===== src/rtl/capture_pix_bram_reader.sv =====
// capture_pix_bram_reader: streams a run of BRAM port-A words out over valid/ready with a credit-limited FIFO
module capture_pix_bram_reader #(
  parameter int ADDR_W = 10,
  parameter int DATA_W = 32,
  parameter int READ_LATENCY = 3,
  parameter int FIFO_DEPTH = 8
) (
  input  logic              clk,
  input  logic              rst,
  input  logic              start,
  input  logic [ADDR_W-1:0] start_addr,
  input  logic [ADDR_W:0]   num_words,
  output logic              busy,
  output logic              done,
  output logic              bram_en_a,
  output logic [ADDR_W-1:0] bram_addr,
  input  logic [DATA_W-1:0] bram_rd_data,
  output logic [DATA_W-1:0] out_data,
  output logic              out_valid,
  input  logic              out_ready,
  output logic              out_last
);
  localparam int PW = $clog2(FIFO_DEPTH);
  localparam int CW = $clog2(FIFO_DEPTH + 1);
  localparam logic [CW-1:0] DEPTH_C = CW'(FIFO_DEPTH);
  localparam logic [ADDR_W:0] MAX_LEN = {1'b1, {ADDR_W{1'b0}}};
  typedef enum logic [1:0] {IDLE, ISSUE, DRAIN} state_t;
  state_t state, state_nx;
  logic [ADDR_W:0] len, remaining;
  logic [CW-1:0] in_flight, count;
  logic [READ_LATENCY-1:0] ret_v, ret_l;
  logic [DATA_W:0] mem [FIFO_DEPTH];
  logic [PW-1:0] wptr, rptr;
  logic zero_done, last_acc, issue, wr, rd;
  assign len = num_words > MAX_LEN ? MAX_LEN : num_words;
  // credit check: never let outstanding reads plus buffered words exceed the FIFO
  assign issue = (state == ISSUE) && (in_flight + count < DEPTH_C);
  assign wr = ret_v[READ_LATENCY-1];
  assign rd = out_valid && out_ready;
  assign out_valid = count != '0;
  assign out_data = out_valid ? mem[rptr][DATA_W-1:0] : '0;
  assign out_last = out_valid & mem[rptr][DATA_W];
  // state register
  always_ff @(posedge clk)
    state <= rst ? IDLE : state_nx;
  // next-state logic
  always_comb
    state_nx = state == IDLE  ? (start && len != '0 ? ISSUE : IDLE) :
               state == ISSUE ? (issue && remaining == (ADDR_W+1)'(1) ? DRAIN : ISSUE) :
               (last_acc ? IDLE : DRAIN);
  // outputs decoded from state
  always_comb begin
    busy = state != IDLE;
    done = zero_done | (state == DRAIN && last_acc);
    bram_en_a = issue;
  end
  // address/length tracking, return pipeline, FIFO pointers and counters
  always_ff @(posedge clk) begin
    if (rst) begin
      bram_addr <= '0;
      remaining <= '0;
      in_flight <= '0;
      count <= '0;
      ret_v <= '0;
      ret_l <= '0;
      wptr <= '0;
      rptr <= '0;
      zero_done <= 1'b0;
      last_acc <= 1'b0;
    end else begin
      if (state == IDLE && start) begin
        bram_addr <= start_addr;
        remaining <= len;
      end else if (issue) begin
        bram_addr <= bram_addr + ADDR_W'(1);
        remaining <= remaining - (ADDR_W+1)'(1);
      end
      zero_done <= state == IDLE && start && len == '0;
      last_acc <= state == IDLE ? 1'b0 : last_acc | (rd && out_last);
      ret_v <= READ_LATENCY'({ret_v, issue});
      ret_l <= READ_LATENCY'({ret_l, issue && remaining == (ADDR_W+1)'(1)});
      in_flight <= in_flight + CW'(issue) - CW'(wr);
      count <= count + CW'(wr) - CW'(rd);
      if (wr) wptr <= wptr == PW'(FIFO_DEPTH-1) ? '0 : wptr + PW'(1);
      if (rd) rptr <= rptr == PW'(FIFO_DEPTH-1) ? '0 : rptr + PW'(1);
      assert (!(wr && !rd && count == DEPTH_C)) else $error("output fifo overflow");
    end
  end
  // FIFO storage: data word plus its last tag
  always_ff @(posedge clk)
    if (wr) mem[wptr] <= {ret_l[READ_LATENCY-1], bram_rd_data};
endmodule

===== config.mk =====
export PLATFORM = sky130hd
export DESIGN_NAME = capture_pix_bram_reader
export DESIGN_NICKNAME = d
export VERILOG_FILES = /design/src/rtl/capture_pix_bram_reader.sv
export SDC_FILE = /design/constraint.sdc
export NUM_CORES = 1
export LEC_CHECK = 0
export ABC_AREA = 1
export ABC_CLOCK_PERIOD_IN_PS = 4330
export BUFFER_PORTS_ARGS = -buffer_cell sky130_fd_sc_hd__buf_2
export CAP_MARGIN = 20
export CORE_ASPECT_RATIO = 1.25
export CORE_MARGIN = 1
export CORE_UTILIZATION = 64
export DETAILED_ROUTE_END_ITERATION = 16
export HOLD_SLACK_MARGIN = 0.05
export PLACE_DENSITY = 0.94
export SLEW_MARGIN = 20
export SYNTH_ARGS = -nofsm -noshare
export SYNTH_HDL_FRONTEND = slang
export SYNTH_SLANG_ARGS = --single-unit

===== constraint.sdc =====
create_clock -name clk -period 4.33 [get_ports clk]
set_input_delay 0.433 -clock clk [delete_from_list [all_inputs] [get_ports clk]]
set_output_delay 0.433 -clock clk [all_outputs]
set_load 0.05 [all_outputs]

# Yosys cells after proc, flatten, opt, wreduce, memory -nomap -nowiden
# Memories as Yosys holds them, arrays and structs flattened. A register that Yosys moved wholly into a read port is not among the register bits.
# Cells that the tools add are included.
# totals
register_bits,45
ramBits,264
input_bits,57
output_inout_bits,47
elab_cells,63
n_memories,1
# mem_list
name,words,word_bits,rd,rd_clocked_by_memory_dff,write_ports,line_no,source
mem,8,33,1,1,1,32,logic [DATA_W:0] mem [FIFO_DEPTH];
# op_classes
add_sub_neg,9
order_cmp,2
n_eq_ne,5
n_mux,17
bitwise,3
n_reduce_logical,15
# op_table
operator,n
11-bit 2-to-1 mux,3
32-bit 2-to-1 mux,1
10-bit 2-to-1 mux,2
3-bit 2-to-1 mux,4
"11-bit by 1-bit equality test with 1-bit output, second input constant",1
"11-bit greater-than comparator, second input constant",1
11-bit zero test,1
11-bit nonzero test,1
"11-bit by 1-bit subtractor with 11-bit output, second input constant",1
"10-bit by 1-bit adder with 10-bit output, second input constant",1
4-bit by 1-bit adder with 4-bit output,2
1-bit logical AND,8
2-bit 2-to-1 mux,4
4-bit by 1-bit subtractor with 4-bit output,2
"3-bit by 1-bit adder with 3-bit output, second input constant",2
"3-bit equality test, second input constant",2
4-bit adder,1
"4-bit < comparator, second input constant",1
2-bit nonzero test,2
4-bit nonzero test,1
1-bit 2-to-1 mux,3
"2-bit by 1-bit equality test with 1-bit output, second input constant",1
"2-bit equality test, second input constant",1
2-bit zero test,1
3 further kinds,4

# Depth between registers and ports, before layout
# Gate-level depths: netlist of run 1.
# depth
depth_word,7
depth_mapped,14

# Least setup slack after synthesis of run 1
# Ideal clock, no wire load.
# synth_path
kind,flip-flop to output port
startpoint,reg count[2]
endpoint,out out_data[22]
arrival_ns,2.394
required_ns,3.897
setup_slack_ns,1.503
path_stages_with_launch,9
cell_sequence,dfxtp_1 -> inv_1 -> ha_1 -> nand2_1 -> nor2_1 -> inv_1 -> clkbuf_1 -> o21ai_0 -> a31oi_1
# synth_via
elab_chain_len,2
# synth_lines
element,line_no,source
start: declaration,30,"logic [CW-1:0] in_flight, count;"
start signal: assignment,83,count <= count + CW'(wr) - CW'(rd);
4-bit nonzero test,40,assign out_valid = count != '0;
via out_valid,19,"output logic out_valid,"
32-bit 2-to-1 mux,41,assign out_data = out_valid ? mem[rptr][DATA_W-1:0] : '0;
end: declaration,18,"output logic [DATA_W-1:0] out_data,"
# The timed path passes the listed nets, and every way through them passes these cells.

==> out/qor.yml, run 1 <==
run_status: "finished, final reports clean"
met3_usage_pct: 5.04
cts_setup_buffers: 0
startpoint_type: "flip-flop"
yosys-top-cells-area: "edfxtp_1 60%, nor2_1 8.8%, o21ai_0 7.8%, dfxtp_1 7.3%, nand2_1 2.5%"
globalRouteMet2Util_pct: 50.0
start_util_pct: 65.3
ios: 104
holdCritStartpoint: "num_words[10]"
vias_per_cell: 6.09
overflow: 0
cts_sinks: 312
hold_depth: 3
skew_ps: 9.40
p_int_mw: 5.61
worstPathArrival_ps: 3370
num_vias: 9639
required_ps: 3900
min_period_over_period_pct: 87.9
totalPowerFinal_mw: 9.39
timing.setup.tns_ps: 0
numCtsBuffers: 28
placementRows: 58
drv_slew: 0
root_buffer: "clkbuf_16"
yosysSeqAreaShare_pct: 67.7
drive_gt1_share_pct: 14.6
met1_usage_pct: 34.7
synth_top_area_cell: "edfxtp_1"
drt.antenna.violating_nets: 0
cp_max_fo: 75
cts_tree: "done"
r2r_end: "count[2]$_SDFF_PP0_"
seq_power_share_pct: 37.7
busiest_layer: "met2"
ys_seq_elements: 312
post-place-ws_ps: 1280
ys_types: 41
tightestPinTransition_ps: 1050
p_comb_share_pct: 36.4
hp-class: "in2reg"
nNetsFinal: 1366
p_sw_mw: 3.77
cts_buffer_depth: 3
dp_hpwl_um: 16700
routed_wirelength_um: 30400
htreeDepth: 1
clockPowerShare_pct: 25.9
netlist_area_um2: 13100
min_delay_worst_endpoint: "remaining[10]$_SDFFE_PP0P_"
layout_setup_ws_ps: 523
hold_buffers: 0
ir_drop_mv: 0.372
drt_pass1_iterations: 5
crit_path_end_kind: "output pin"
numPortBuffers: 103
clk-insertion-delay-late_ps: 540
fp.dieW_um: 130
grt_pass1_wl_um: 46700
r2r_start: "count[2]$_SDFF_PP0_"
r2r_slack_ps: 1610
grt_start_max_net_pins: 100
syn-num-nets: 1282
rr_worst_depth: 15
clk_pin_slew_ps: 70
grt_pass1_vias: 9269
antenna_found_initial: 3
power.leakage_nw: 5.41
drc: 0
first_iter_violations: 1253
syn_area_per_cell_um2: 10.9
grt.total_usage_pct: 29.1
yosys_warnings: 0
cts_resized: 0
synth_cells: 1205
core_um2: 20100
rsz0062_at_grt: "false"
gp_congestion: 0.904
slew_headroom_pct: 30.2
powerDensity_nw_per_um2: 637
area_growth_pct: 12.3
finalCriticalPeriod_ps: 3810
wire_per_inst_um: 19.2
swShare_pct: 40.2
maxCapViolations: 0
fp.dieH_um: 162
whs_ps: 160
synth_top_cell_area_share_pct: 60.4
crit_type: "reg2out"
die_area_um2: 21100
finalHoldViolCount: 0
setup_viol: 0
fmax_ghz: 0.263
[area by class of cell]
| class | count | area (µm²) |
|---|---|---|
| sequential | 312 | 8890 |
| fill | 1196 | 5370 |
| multi-input combinational | 767 | 3710 |
| clock buffer | 40 | 797 |
| timing repair buffer | 118 | 641 |
| tap | 270 | 338 |
| inverter | 62 | 235 |
| clock inverter | 12 | 110 |
| antenna | 1 | 2.50 |
[metrics by stage]
step	cells	utilization (%)	instance area, µm²
after floorplan	1205	-	13100
after global placement	1528	68.7	13800
after detailed placement	1528	68.7	13800
after CTS	1580	73.2	14700
after global routing	1581	73.3	14700
final	1582	73.3	14700
[critical path, cell delays in order (launching register included)]
cell and delay (ps):
dfxtp_4 890, buf_4 640, nor2_1 180, nor2_1 150, o21ai_0 130, o21ai_0 130, o21ai_0 110, a31oi_1 270
buf_2 310
[how the worst max path moves through the flow]
| stage | from | to | slack, ps | cells after the start |
|---|---|---|---|---|
| after floorplan | count[2]$_SDFF_PP0_ | out_data[22] | 1500 | 8 |
| after global placement | flip-flop | out_data[24] | 1360 | 8 |
| after detailed placement | flip-flop | out_data[24] | 1280 | 8 |
| after CTS | flip-flop | out_data[25] | 600 | 8 |
| after global routing | flip-flop | out_data[31] | 360 | 8 |
| final | flip-flop | out_data[25] | 520 | 8 |
[Yosys cell counts]
cell and n:
ha_1 18, edfxtp_1 264, nand2_2 2, fa_1 2, buf_4 6, o21bai_2 1
clkinv_1 1, o21bai_1 1, and3_1 1, xor2_1 4, nor2_1 309, nand3_1 38
nor3_1 3, a21oi_1 17, a21oi_2 1, nand3b_1 1, a21boi_0 1, o21ai_0 204
inv_2 3, buf_6 8, xnor2_1 1, a21o_1 1, a31o_2 1, nand2_4 2
nor2_4 2, clkbuf_1 32, inv_1 57, or2_2 2, nor3b_1 1, buf_2 18
nand2_1 89, dfxtp_1 48, nand3_4 1, o211a_1 1, inv_4 1, or2_0 1
o21ai_1 22, nor2_2 3, a31oi_1 33, nand3_2 1, nand4_1 3
[per-layer routing]
| metal | share of wire [%] | up-vias | wire length (µm) |
|---|---|---|---|
| li1 | - | 4348 | - |
| met1 | 35 | 4530 | 10700 |
| met2 | 51 | 657 | 15500 |
| met3 | 10 | 100 | 3040 |
| met4 | 3.8 | 4 | 1140 |
| met5 | 0.10 | - | 31 |
[registers in the layout, summed over array words and instances (netlist names), named ones only]
signal and flops:
bram_addr 10, count 4, in_flight 4, last_acc 1, mem 264, remaining 11
ret_l 3, ret_v 3, rptr 3, state 2, wptr 3, zero_done 1
[logic make-up (layout without fill, tap and decap cells)]
| logic type | Yosys count | after routing | share of synthesized area [%] |
|---|---|---|---|
| and+or+nand+nor | 459 | 459 | 14.2 |
| DFF | 312 | 312 | 67.7 |
| AOI/OAI and AO/OA | 283 | 283 | 11.3 |
| buffers and inverters | 126 | 232 | 4.42 |
| adders and majority gates | 20 | 20 | 2.02 |
| xor gates and xnor gates | 5 | 5 | 0.334 |
| other | 0 | 1 | 0 |
[power by group through the flow]
stage,Combinational (mW),Clock [mW],Sequential (mW)
floorplan,2.58,0,3.58
global placement,3.20,0,3.59
finish,3.41,2.43,3.54
global route,3.69,2.57,3.55
detailed placement,3.33,0,3.60
CTS,3.38,2.43,3.54
[placed cells by master, fill, tap and decap left out, drive strengths merged]
cell type,n
clkinv,9
clkbuf,40
a31oi,33
bufinv,2
nand3,40
clkinvlp,2
xnor2,1
and3,1
buf,118
a31o,1
nor2,314
nor3b,1
o21ai,226
or2,3
o21bai,2
o211a,1
xor2,4
fa,2
a21oi,18
inv,61
diode,1
dfxtp,48
a21boi,1
nand2,93
edfxtp,264
nand3b,1
nor3,3
a21o,1
ha,18
nand4,3
No activity file was read; power rests on OpenSTA's default activity.
==> run 2, diff against run 1 <==
Settings changed: ABC_AREA 1 to 0, PLACE_DENSITY 0.94 to 0.95.
==> run 2 against run 1 <==
Non-clock buffer count is 1 lower; maximum frequency is 12% higher; count of clock-buffer cells in the layout is 6 lower; critical path type unchanged; critical endpoint is now bram_en_a.
==> out/qor.yml, run 2 <==
run_status: "finished, final reports clean"
hold_buffers: 0  # unchanged
root_buffer: "clkbuf_16"
synth_edf_count: 264  # unchanged
slew_headroom_pct: 26.1  # -4.1 points
top_regs: "mem (264), remaining (11), bram_addr (10)"
clk_pin_slew_ps: 60  # about the same
required_ps: 3900  # about the same
min_period_over_period_pct: 78.8  # -9.1 points
antenna_found_initial: 2  # -1
crit_type: "reg2out"
synth_top_cell_area_share_pct: 63.9  # +3.5 points
drt.antenna.violating_nets: 0  # unchanged
fillers: 981  # -18%
fp.dieW_um: 127  # -2.7%
cts_buffer_depth: 3  # unchanged
synth_flop_cell: "edfxtp_1"
synthArstFlopShare_pct: 0  # unchanged
post-place-ws_ps: 1270  # -13.2 ps
start_util_pct: 65.9  # +0.57 points
power.leakage_nw: 4.79  # -11%
drv_slew: 0  # unchanged
drive_gt1_share_pct: 28.5  # +14 points
final_cell_mix: "264 x edfxtp_1, 103 x buf_2, 66 x mux4_2"
fmax_ghz: 0.293  # +12%
syn-num-nets: 774  # -40%
routed_wirelength_um: 26400  # -13%
setup_viol: 0  # unchanged
ir_drop_mv: 0.385  # +3.5%
area_growth_pct: 14.6
ys_seq_elements: 312  # unchanged
ios: 104  # unchanged
cts_sinks: 312  # unchanged
totalPowerFinal_mw: 8.17  # -13%
gp_congestion: 0.900  # -0.50%
holdCritStartpoint: "num_words[10]"
cts_resized: 0  # unchanged
num_vias: 6916  # -28%
min_delay_worst_endpoint: "zero_done$_SDFF_PP0_"
regArea_um2: 8890  # about the same
finalCriticalPeriod_ps: 3410  # -396 ps
r2r_start: "count[1]$_SDFF_PP0_"
yosysSeqAreaShare_pct: 71.6  # +3.9 points
multi_input_area_um2: 3370  # -9.3%
grt_pass1_vias: 7190  # -22%
dp_hpwl_um: 15100  # -9.9%
htreeDepth: 1  # unchanged
grt_start_max_net_pins: 48  # -52%
rsz0062_at_grt: "false"
drc: 0  # unchanged
ys_types: 42  # +2.4%
finalHoldViolCount: 0  # unchanged
numPortBuffers: 103  # unchanged
synth_cells: 697  # -42%
startpoint_type: "flip-flop"
cts_tree: "done"
syn_area_per_cell_um2: 17.8  # +64%
timing.setup.tns_ps: 0  # unchanged
skew_ps: 17.5  # +8.07 ps
whs_ps: 127  # -33.0 ps
yosys-top-cells-count: "264 x edfxtp_1, 66 x mux4_2, 66 x nor2_1, 48 x dfxtp_1, 36 x mux2i_1"
placementRows: 56  # -3.4%
core_um2: 18800  # -6.2%
layout_commonest_cell: "edfxtp_1"
numCtsBuffers: 28  # unchanged
r2r_slack_ps: 1210  # -400 ps
hp-class: "in2reg"
tightestPinTransition_ps: 1110  # +61.6 ps
rr_worst_depth: 10  # -5
nNetsFinal: 889  # -35%
largest_register_ffs: 264  # unchanged
vias_per_cell: 6.48  # +6.3%
wire_per_inst_um: 24.7  # +29%
yosys-top-cells-area: "edfxtp_1 64%, mux4_2 12%, dfxtp_1 7.7%, mux2i_1 2.9%, nor2_1 2.0%"
overflow: 0  # unchanged
hold_depth: 2  # -1
crit_path_end_kind: "output pin"
r2r_end: "in_flight[2]$_SDFF_PP0_"
yosys_warnings: 0  # unchanged
first_iter_violations: 639  # -49%
yosys.cell_count.top_type: "edfxtp_1"
powerDensity_nw_per_um2: 574  # -9.9%
worstPathArrival_ps: 2980  # -390 ps
die_area_um2: 20000  # -5.3%
grt.total_usage_pct: 27.3  # -1.8 points
drt_pass1_iterations: 5  # unchanged
maxCapViolations: 0  # unchanged
fp.dieH_um: 158  # -2.7%
clk-insertion-delay-late_ps: 540  # about the same
netlist_area_um2: 12400  # -5.4%
layout_setup_ws_ps: 919  # +396 ps
synth_top_area_cell: "edfxtp_1"
regMostFlops: "mem"
cp_max_fo: 16  # -79%
cts_setup_buffers: 0  # unchanged
grt_pass1_wl_um: 40100  # -14%
-- run 2: changes by cell type after synthesis, sizes merged, moves of 7 or more --
cell    previous run  this run
a211oi             0         8
a31oi             33         0
buf               32        12
clkbuf            32        20
inv               61        23
mux2i              0        36
mux4               0        66
nand2             93         9
nand3             40         5
nor2             314        67
nor2b              0         8
o21ai            226         9
xor2               4        11
-- run 2: critical path: stages (launching register included) --
cell and delay, ps:
dfxtp_1 380, ha_1 300, nand4_1 150, a2111oi_4 580, nor2_2 270, inv_1 410, buf_2 350
-- run 2: final cells by class --
cell class                 instances  share of cell area (%)
multi-input combinational        330                    23.7
inverter                          23                   0.607
clock inverter                    18                    1.32
clock buffer                      34                    5.23
sequential                       312                    62.5
antenna                            2                  0.0352
tap                              232                    2.04
timing repair buffer             117                    4.59
-- run 2: where the power goes --
group / total (mW) / internal (mW) / switching (mW)
combinational: 2.15 / 0.728 / 1.42
clock: 2.52 / 1.46 / 1.06
sequential: 3.50 / 3.33 / 0.165
total: 8.17 / 5.52 / 2.65
-- run 2: logic make-up (layout without fill, tap and decap cells) --
| kind of cell | count (synthesis) | count (layout) | synth area share, % |
|---|---|---|---|
| AO/OA/AOI/OAI | 66 | 66 | 3.66 |
| XOR/XNOR | 17 | 17 | 1.20 |
| adder cells (fa/ha/maj) | 20 | 20 | 2.14 |
| buffers and inverters | 55 | 192 | 1.73 |
| flip-flops | 312 | 312 | 71.6 |
| multiplexers | 102 | 102 | 14.9 |
| other | 0 | 2 | 0 |
| AND/OR/NAND/NOR | 125 | 125 | 4.79 |
-- run 2: worst max path at each step --
stage | start | to | depth (start not counted)
6_report | count[1]$_SDFF_PP0_ | bram_en_a | 6
5_1_grt | count[1]$_SDFF_PP0_ | bram_en_a | 6
4_1_cts | count[1]$_SDFF_PP0_ | bram_en_a | 6
3_5_place_dp | count[1]$_SDFF_PP0_ | in_flight[2]$_SDFF_PP0_ | 10
3_3_place_gp | count[1]$_SDFF_PP0_ | in_flight[2]$_SDFF_PP0_ | 10
2_1_floorplan | ret_v[2]$_SDFF_PP0_ | mem[0][0]$_DFFE_PP_ | 2
-- run 2: metrics by stage --
step	utilization, %	std cells	area [µm²]
after global routing	75.5	1067	14200
after global placement	70.5	1013	13300
final	75.5	1068	14200
after CTS	75.4	1065	14200
after detailed placement	70.5	1013	13300
after floorplan	-	697	12400
-- run 2: per-layer routing --
layer / part of all wire [%] / GRT usage, % / vias to the layer above
met3: 7.5 / 4.02 / 58
met1: 37 / 33.4 / 3494
met4: 2.4 / 9.24 / 2
li1: - / - / 2995
met5: 0.049 / 0 / -
met2: 53 / 50.1 / 367
